==> src/rtl/id_stage_hazard_p.sv <==
// MIPS decode stage: regfile, decode, sign-extend, ID/EX register with load-use stall and flush.
// Optional WB_BYPASS_EN: same-cycle writeback data forwarded onto the read ports.
module id_stage_hazard_p #(
    parameter int DW   = 32,
    parameter int NREG = 32,
    localparam int AW  = $clog2(NREG)
) (
    input  logic          CLK,
    input  logic          RESET,
    input  logic [DW-1:0] I_ID_PC,
    input  logic [31:0]   I_ID_Instr,
    input  logic          I_ID_VALID,
    input  logic          I_ID_FLUSH,
    input  logic          I_WB_REGWR,
    input  logic [AW-1:0] I_WB_ADDR,
    input  logic [DW-1:0] I_WB_DATA,
    output logic          O_ID_STALL,
    output logic          O_ID_VALID,
    output logic [14:0]   O_ID_ControlReg,
    output logic [DW-1:0] O_ID_PC,
    output logic [DW-1:0] O_ID_ReadData1,
    output logic [DW-1:0] O_ID_ReadData2,
    output logic [DW-1:0] O_ID_SignExt,
    output logic [AW-1:0] O_ID_RS,
    output logic [AW-1:0] O_ID_RT,
    output logic [AW-1:0] O_ID_RD
);

    logic [DW-1:0] regs [NREG];

    logic [5:0]    op;
    logic [5:0]    funct;
    logic [AW-1:0] id_rs;
    logic [AW-1:0] id_rt;
    logic [AW-1:0] id_rd;
    logic [DW-1:0] id_sext;
    logic [DW-1:0] rd1;
    logic [DW-1:0] rd2;
    logic [14:0]   dec_ctrl;
    logic          unused_shamt;

    assign op           = I_ID_Instr[31:26];
    assign funct        = I_ID_Instr[5:0];
    assign id_rs        = AW'(I_ID_Instr[25:21]);
    assign id_rt        = AW'(I_ID_Instr[20:16]);
    assign id_rd        = AW'(I_ID_Instr[15:11]);
    assign id_sext      = {{(DW-16){I_ID_Instr[15]}}, I_ID_Instr[15:0]};
    assign unused_shamt = ^I_ID_Instr[10:6];

    always_ff @(posedge CLK) begin
        if (RESET) begin
            for (int i = 0; i < NREG; i++)
                regs[i] <= '0;
        end else if (I_WB_REGWR && I_WB_ADDR != '0) begin
            regs[I_WB_ADDR] <= I_WB_DATA;
        end
    end

    // r0 is never written, but the read mux still forces zero so bypass can't leak into it
    always_comb begin
        rd1 = regs[id_rs];
        rd2 = regs[id_rt];
`ifdef WB_BYPASS_EN
        if (I_WB_REGWR && I_WB_ADDR == id_rs)
            rd1 = I_WB_DATA;
        if (I_WB_REGWR && I_WB_ADDR == id_rt)
            rd2 = I_WB_DATA;
`endif
        if (id_rs == '0)
            rd1 = '0;
        if (id_rt == '0)
            rd2 = '0;
    end

    // {ALUF[5:0], RegDst, ALUOp[1:0], ALUSrc, Branch, MemRead, MemWrite, RegWrite, MemtoReg}
    always_comb begin
        dec_ctrl = '0;
        unique case (1'b1)
            op == 6'h00: dec_ctrl = {funct, 1'b1, 2'b10, 6'b000010};
            op == 6'h23: dec_ctrl = {6'h00, 1'b0, 2'b00, 6'b101011};
            op == 6'h2B: dec_ctrl = {6'h00, 1'b0, 2'b00, 6'b100100};
            op == 6'h04: dec_ctrl = {6'h00, 1'b0, 2'b01, 6'b010000};
            op == 6'h08: dec_ctrl = {6'h00, 1'b0, 2'b00, 6'b100010};
            default:     dec_ctrl = '0;
        endcase
    end

    logic load_in_ex;
    logic rt_clash;

    assign load_in_ex = O_ID_VALID & O_ID_ControlReg[3];
    assign rt_clash   = (O_ID_RT != '0) &
                        ((O_ID_RT == id_rs) | (O_ID_RT == id_rt));
    assign O_ID_STALL = load_in_ex & I_ID_VALID & ~I_ID_FLUSH & rt_clash;

    // Bubbles zero only valid/control; data fields just hold
    always_ff @(posedge CLK) begin
        if (RESET) begin
            O_ID_VALID      <= 1'b0;
            O_ID_ControlReg <= '0;
            O_ID_PC         <= '0;
            O_ID_ReadData1  <= '0;
            O_ID_ReadData2  <= '0;
            O_ID_SignExt    <= '0;
            O_ID_RS         <= '0;
            O_ID_RT         <= '0;
            O_ID_RD         <= '0;
        end else if (I_ID_FLUSH || O_ID_STALL) begin
            O_ID_VALID      <= 1'b0;
            O_ID_ControlReg <= '0;
        end else begin
            O_ID_VALID      <= I_ID_VALID;
            O_ID_ControlReg <= I_ID_VALID ? dec_ctrl : '0;
            O_ID_PC         <= I_ID_PC;
            O_ID_ReadData1  <= rd1;
            O_ID_ReadData2  <= rd2;
            O_ID_SignExt    <= id_sext;
            O_ID_RS         <= id_rs;
            O_ID_RT         <= id_rt;
            O_ID_RD         <= id_rd;
        end
    end

endmodule

==> config.mk <==
export PLATFORM = sky130hd
export DESIGN_NAME = id_stage_hazard_p
export DESIGN_NICKNAME = d
export VERILOG_FILES = /design/src/rtl/id_stage_hazard_p.sv
export SDC_FILE = /design/constraint.sdc
export NUM_CORES = 2
export LEC_CHECK = 0
export ABC_AREA = 1
export CAP_MARGIN = 30
export CORE_ASPECT_RATIO = 0.9
export CORE_UTILIZATION = 30
export DETAILED_ROUTE_END_ITERATION = 16
export PLACE_DENSITY = 0.5
export SKIP_CTS_REPAIR_TIMING = 1
export SLEW_MARGIN = 0
export SYNTH_ARGS = -nofsm -noshare
export SYNTH_HDL_FRONTEND = slang
export SYNTH_SLANG_ARGS = --single-unit
==> constraint.sdc <==
create_clock -name CLK -period 4.5 [get_ports CLK]
set_clock_uncertainty 0.2 [all_clocks]
set_input_delay 0.45 -clock CLK [delete_from_list [all_inputs] [get_ports CLK]]
set_output_delay 0.45 -clock CLK [all_outputs]
set_load 0.005 [all_outputs]
# == Word level (Yosys, flattened, before mapping) ==
# Memory sizes are Yosys's and may differ from the RTL's.
# Cells that the tools add are included.
# W data, S select, Z words.
# word_totals
regBits,143
ram_bits,1024
output_inout_bits,160
wordCells,45
memories,1
# memory_table
name,depth,word_bits,rd,rd_clocked_by_memory_dff,wr,line,source
regs,32,32,2,0,32,29,logic [DW-1:0] regs [NREG];
# classes
eq_ne,6
mux,11
bitwise_logic,8
reduce_logical,10
# op_table
op,count
$mux W32,3
$pmux W15 S5,1
$reduce_or A32 Y1,1
$eq A6 B6 Y1 const B,2
$eq A5 B5 Y1,2
$logic_not A5 Y1,2
$reduce_bool A5 Y1,2
$eq A6 B3 Y1 const B,1
$eq A6 B4 Y1 const B,1
$logic_not A6 Y1,1
$mux W1,6
$and A1 B1 Y1,5
$mux W5,1
$reduce_or A3 Y1,1
$not A1 Y1,2
$reduce_or A2 Y1,1
$logic_and A1 B1 Y1,1
$logic_or A1 B1 Y1,1
$or A1 B1 Y1,1

# == Depth between registers and ports, before layout ==
# depth
depth_word,7
depth_mapped,14

# == Worst setup path before layout ==
# OpenSTA, ideal clock, no wires.
# synth_path
path_type,in2reg
start,in I_WB_ADDR[4]
end,mem regs[31][0] (enable)
setup_time_ns,0.478
arrival_ns,2.021
required_ns,3.822
path_slack_ns,1.801
cell_stages,9
cell_sequence,nor3_1 -> nand2_1 -> nand3_1 -> inv_1 -> nand3_1 -> inv_1 -> nand2_1 -> buf_2 -> nand2_1
# synth_rtl
element,line,source
"start, declared",15,"input logic [AW-1:0] I_WB_ADDR,"
"end, declared",29,

# == Final worst setup path ==
# layout_path
start,reg O_ID_RT[2]
end,out O_ID_STALL
# layout_via
elab_chain_cells,4
elab_cells_between_ends,6
classes_between,eq/ne (2); bitwise (3); reduce/logical (1)
# layout_lines
element,line,source
"start, declared",25,"output logic [AW-1:0] O_ID_RT,"
"start signal, assigned",119,O_ID_RT <= id_rt;
$eq A5 B5 Y1,93,((O_ID_RT == id_rs) | (O_ID_RT == id_rt));
$or A1 B1 Y1,93,
$and A1 B1 Y1 (*),92,assign rt_clash = (O_ID_RT != '0) &
$and A1 B1 Y1 (*),94,assign O_ID_STALL = load_in_ex & I_ID_VALID & ~I_ID_FLUSH & rt_clash;
"end, declared",17,"output logic O_ID_STALL,"
# Every way passes the cells marked *; elsewhere a longest branch is shown, timed or not.

==> flow_metrics.env <==
export IMPL_crit_top_cell="nand2_1"
export IMPL_fp_row_count=160
export IMPL_peakVddDrop_uv=402
export IMPL_cts_num_sinks=1159
export IMPL_drv_slew=0
export IMPL_drive_gt1_share_pct=6.16
export IMPL_cts_path_max_buffers=3
export IMPL_nets=8687
export IMPL_drc=0
export IMPL_fin_setup_tns_ns=0
export IMPL_synth_cell_types=20
export IMPL_setup_viol=0
export IMPL_fmax_mhz=325
export IMPL_ios=266
export IMPL_syn_area_per_cell_um2=7.47
export IMPL_cts_reportedPaths_clkPinSlew_ns=0.06
export IMPL_synth_top_area_share_pct=47.7
export IMPL_ys_flop_type="edfxtp_1"
export IMPL_grt_antenna_before_repair=7
export IMPL_cp_start_kind="flop"
export IMPL_dpl_cell_area_um2=70200
export IMPL_powerDensity_nw_per_um2=371
export IMPL_yosys_area_top_type="edfxtp_1"
export IMPL_max_cap_violations=0
export IMPL_clk_latency_ns=0.81
export IMPL_synthXorXnorAreaFrac_pct=0.0272
export IMPL_hold_class="in -> reg"
export IMPL_drt_pass1_iter_count=10
export IMPL_vias=59500
export IMPL_ys_top_cells_by_count="2592 x nand2_1, 1805 x nand3_1, 1126 x nor2_1"
export IMPL_cp_arrival_ns=2.43
export IMPL_crit_chain="inv_1 -> nand2_1 -> nand2_1 -> nor2_1 -> nand3_1 -> nand2_1 -> nand2_1 -> inv_1 -> clkdlybuf4s50_1"
export IMPL_grt_max_degree=148
export IMPL_synth_area_um2=64400
export IMPL_drtIter0Drc=7445
export IMPL_wire_per_inst_um=23.2
export IMPL_port_buffers=265
export IMPL_dpl_hpwl_um=162000
export IMPL_syn_inst=8617
export IMPL_vias_per_cell=5.16
export IMPL_ys_seq_area_share_pct=51.9
export IMPL_period_share_pct=68.4
export IMPL_core_area_um2=212000
export IMPL_synth_top_family_by_area="simple AND/OR/NAND/NOR gates"
export IMPL_rsz0062_at_grt="false"
export IMPL_grt_overflow_total=0
export IMPL_max_stage_delay_ns=0.50
export IMPL_yosys_warnings=0
export IMPL_die_h_um=442
export IMPL_finalWeightedCongestion=0.869
export IMPL_die_area_um2=217000
export IMPL_grt_pass1_wl_um=386000
export IMPL_synth_adder_area_share_pct=0
export IMPL_ys_ff_latch=1159
export IMPL_grt_use_total_pct=24.1
export IMPL_cts_buffers_inserted=141
export IMPL_setup_worst_path_end_class="primary output"
export IMPL_fillers=22000
export IMPL_cts_tree="built"
export IMPL_grt_pass1_vias=56600
export IMPL_power_leakage_nw=33.7
export IMPL_final_util_pct=35.2
export IMPL_htree_levels=4
export IMPL_tightest_slew_ns=1.08
export IMPL_violations="hold timing"
export IMPL_synth_mux_area_fraction_pct=0
export IMPL_final_cell_area_um2=74700
export IMPL_synthMostInstantiatedCell="nand2_1"
export IMPL_synth_compound_area_share_pct=0.987
export IMPL_ant_nets=0
export IMPL_synth_simple_gate_area_share_pct=35.8
export IMPL_start_util_pct=30.3
export IMPL_routed_wl_um=268000
export IMPL_synthTopCellsByArea="edfxtp_1 48%, nand2_1 15%, nand3_1 14%, nor2_1 6.6%, inv_1 6.3%"
export IMPL_crit_buf_inv=3
export IMPL_fin_hold_ws_ns=-0.0169
export IMPL_worstPathRequired_ns=3.85
export IMPL_clock_root_buffer="clkbuf_16"
export IMPL_synth_edff_count=1024
export IMPL_outcome="finished with violations"
export IMPL_path_max_fanout=4
export IMPL_syn2layout_area_growth_pct=16.0
export IMPL_async_flop_share_pct=0
export IMPL_die_w_um=490
export IMPL_slew_headroom_pct=28.0
export IMPL_critPathKind="reg -> out"
export IMPL_hold_viol=1
export IMPL_post_route_min_period_ns=3.08
export IMPL_worst_path_max_delay_cell="clkdlybuf4s50_1"
export IMPL_critical_path_top_delay_family="buffers and inverters"
worst paths after layout:
check	from	slack, ns	depth (start not counted)	endpoint
max reg2reg	O_ID_RT[2]	1.77	12	O_ID_ControlReg[9]
max	O_ID_RT[2]	1.42	9	O_ID_STALL
min reg2reg	O_ID_ReadData1[3]	0.26	2	O_ID_ReadData1[3]
min	I_ID_Instr[17]	-0.02	3	O_ID_RT[1]
cells in the final DEF (no fill, tap or decap), types with 3 or more instances in the layout:
master and n:
edfxtp_1 1024, buf_16 4, inv_2 22, dfxtp_1 135, conb_1 32, clkbuf_1 27, inv_4 3, inv_8 4
nand2_2 62, clkinv_8 4, o21ai_0 54, a21oi_1 68, inv_1 1062, inv_6 9, clkinvlp_4 4, nand3_1 1805
bufinv_16 5, buf_2 3, clkbuf_16 144, nor3_1 7, nand2_1 2529, clkinv_2 31, buf_8 4, clkinv_1 30
nor2_1 1124, buf_6 3, buf_4 157, nor3_2 6, clkbuf_8 8, buf_12 56, o21ai_1 5, clkdlybuf4s50_1 254
registers in the layout (all words and copies together), names as in the netlist:
signal	count
O_ID_ControlReg	12
O_ID_RS	5
O_ID_VALID	1
O_ID_ReadData1	32
O_ID_PC	32
regs	1024
O_ID_SignExt	16
O_ID_RT	5
O_ID_ReadData2	32
stage by stage:
stage / power [mW] / std cells / setup WS [ns]
after detailed placement: 16.7 / 11300 / 0.878
after global routing: 28.7 / 11500 / 1.20
final: 27.8 / 11500 / 1.42
after global placement: 16.7 / 11300 / 0.535
after floorplan: 14.9 / 8648 / 1.80
after CTS: 27.9 / 11500 / 1.31
logic make-up (layout without fill, tap and decap cells):
logic type | Yosys count | in the layout
compound gates | 127 | 127
simple gates | 5538 | 5538
buf+inv | 1790 | 1839
flops | 1159 | 1159
other cells | 1 | 33
xor+xnor | 2 | 2
tightest hold or removal path: stages:
cell and delay (ns):
buf_8 0.19, o21ai_0 0.22, a21oi_1 0.05
where the power goes:
part	switching, mW	internal [mW]	total (mW)
Combinational	2.91	1.15	4.07
Clock	4.87	6.31	11.2
Sequential	0.223	12.3	12.5
metal layers:
metal  up-vias  wire length (um)  track usage [%]
li1      27200                 -                -
met4         2             15100             13.4
met1     28500            106000             30.3
met3       615             24500             4.56
met5         -                14                0
met2      3226            122000             39.1
area by class of cell:
class                      count  area (um^2)  share of cell area, %
tap                         2835         3550                   4.75
clock buffer                 179         3810                   5.11
timing repair buffer         483         5080                   6.80
clock inverter                80          609                  0.815
sequential                  1159        33500                   44.8
multi-input combinational   5699        24000                   32.2
antenna                        1         2.50                0.00335
inverter                    1097         4160                   5.57
Power figures use the tool's default switching activity.
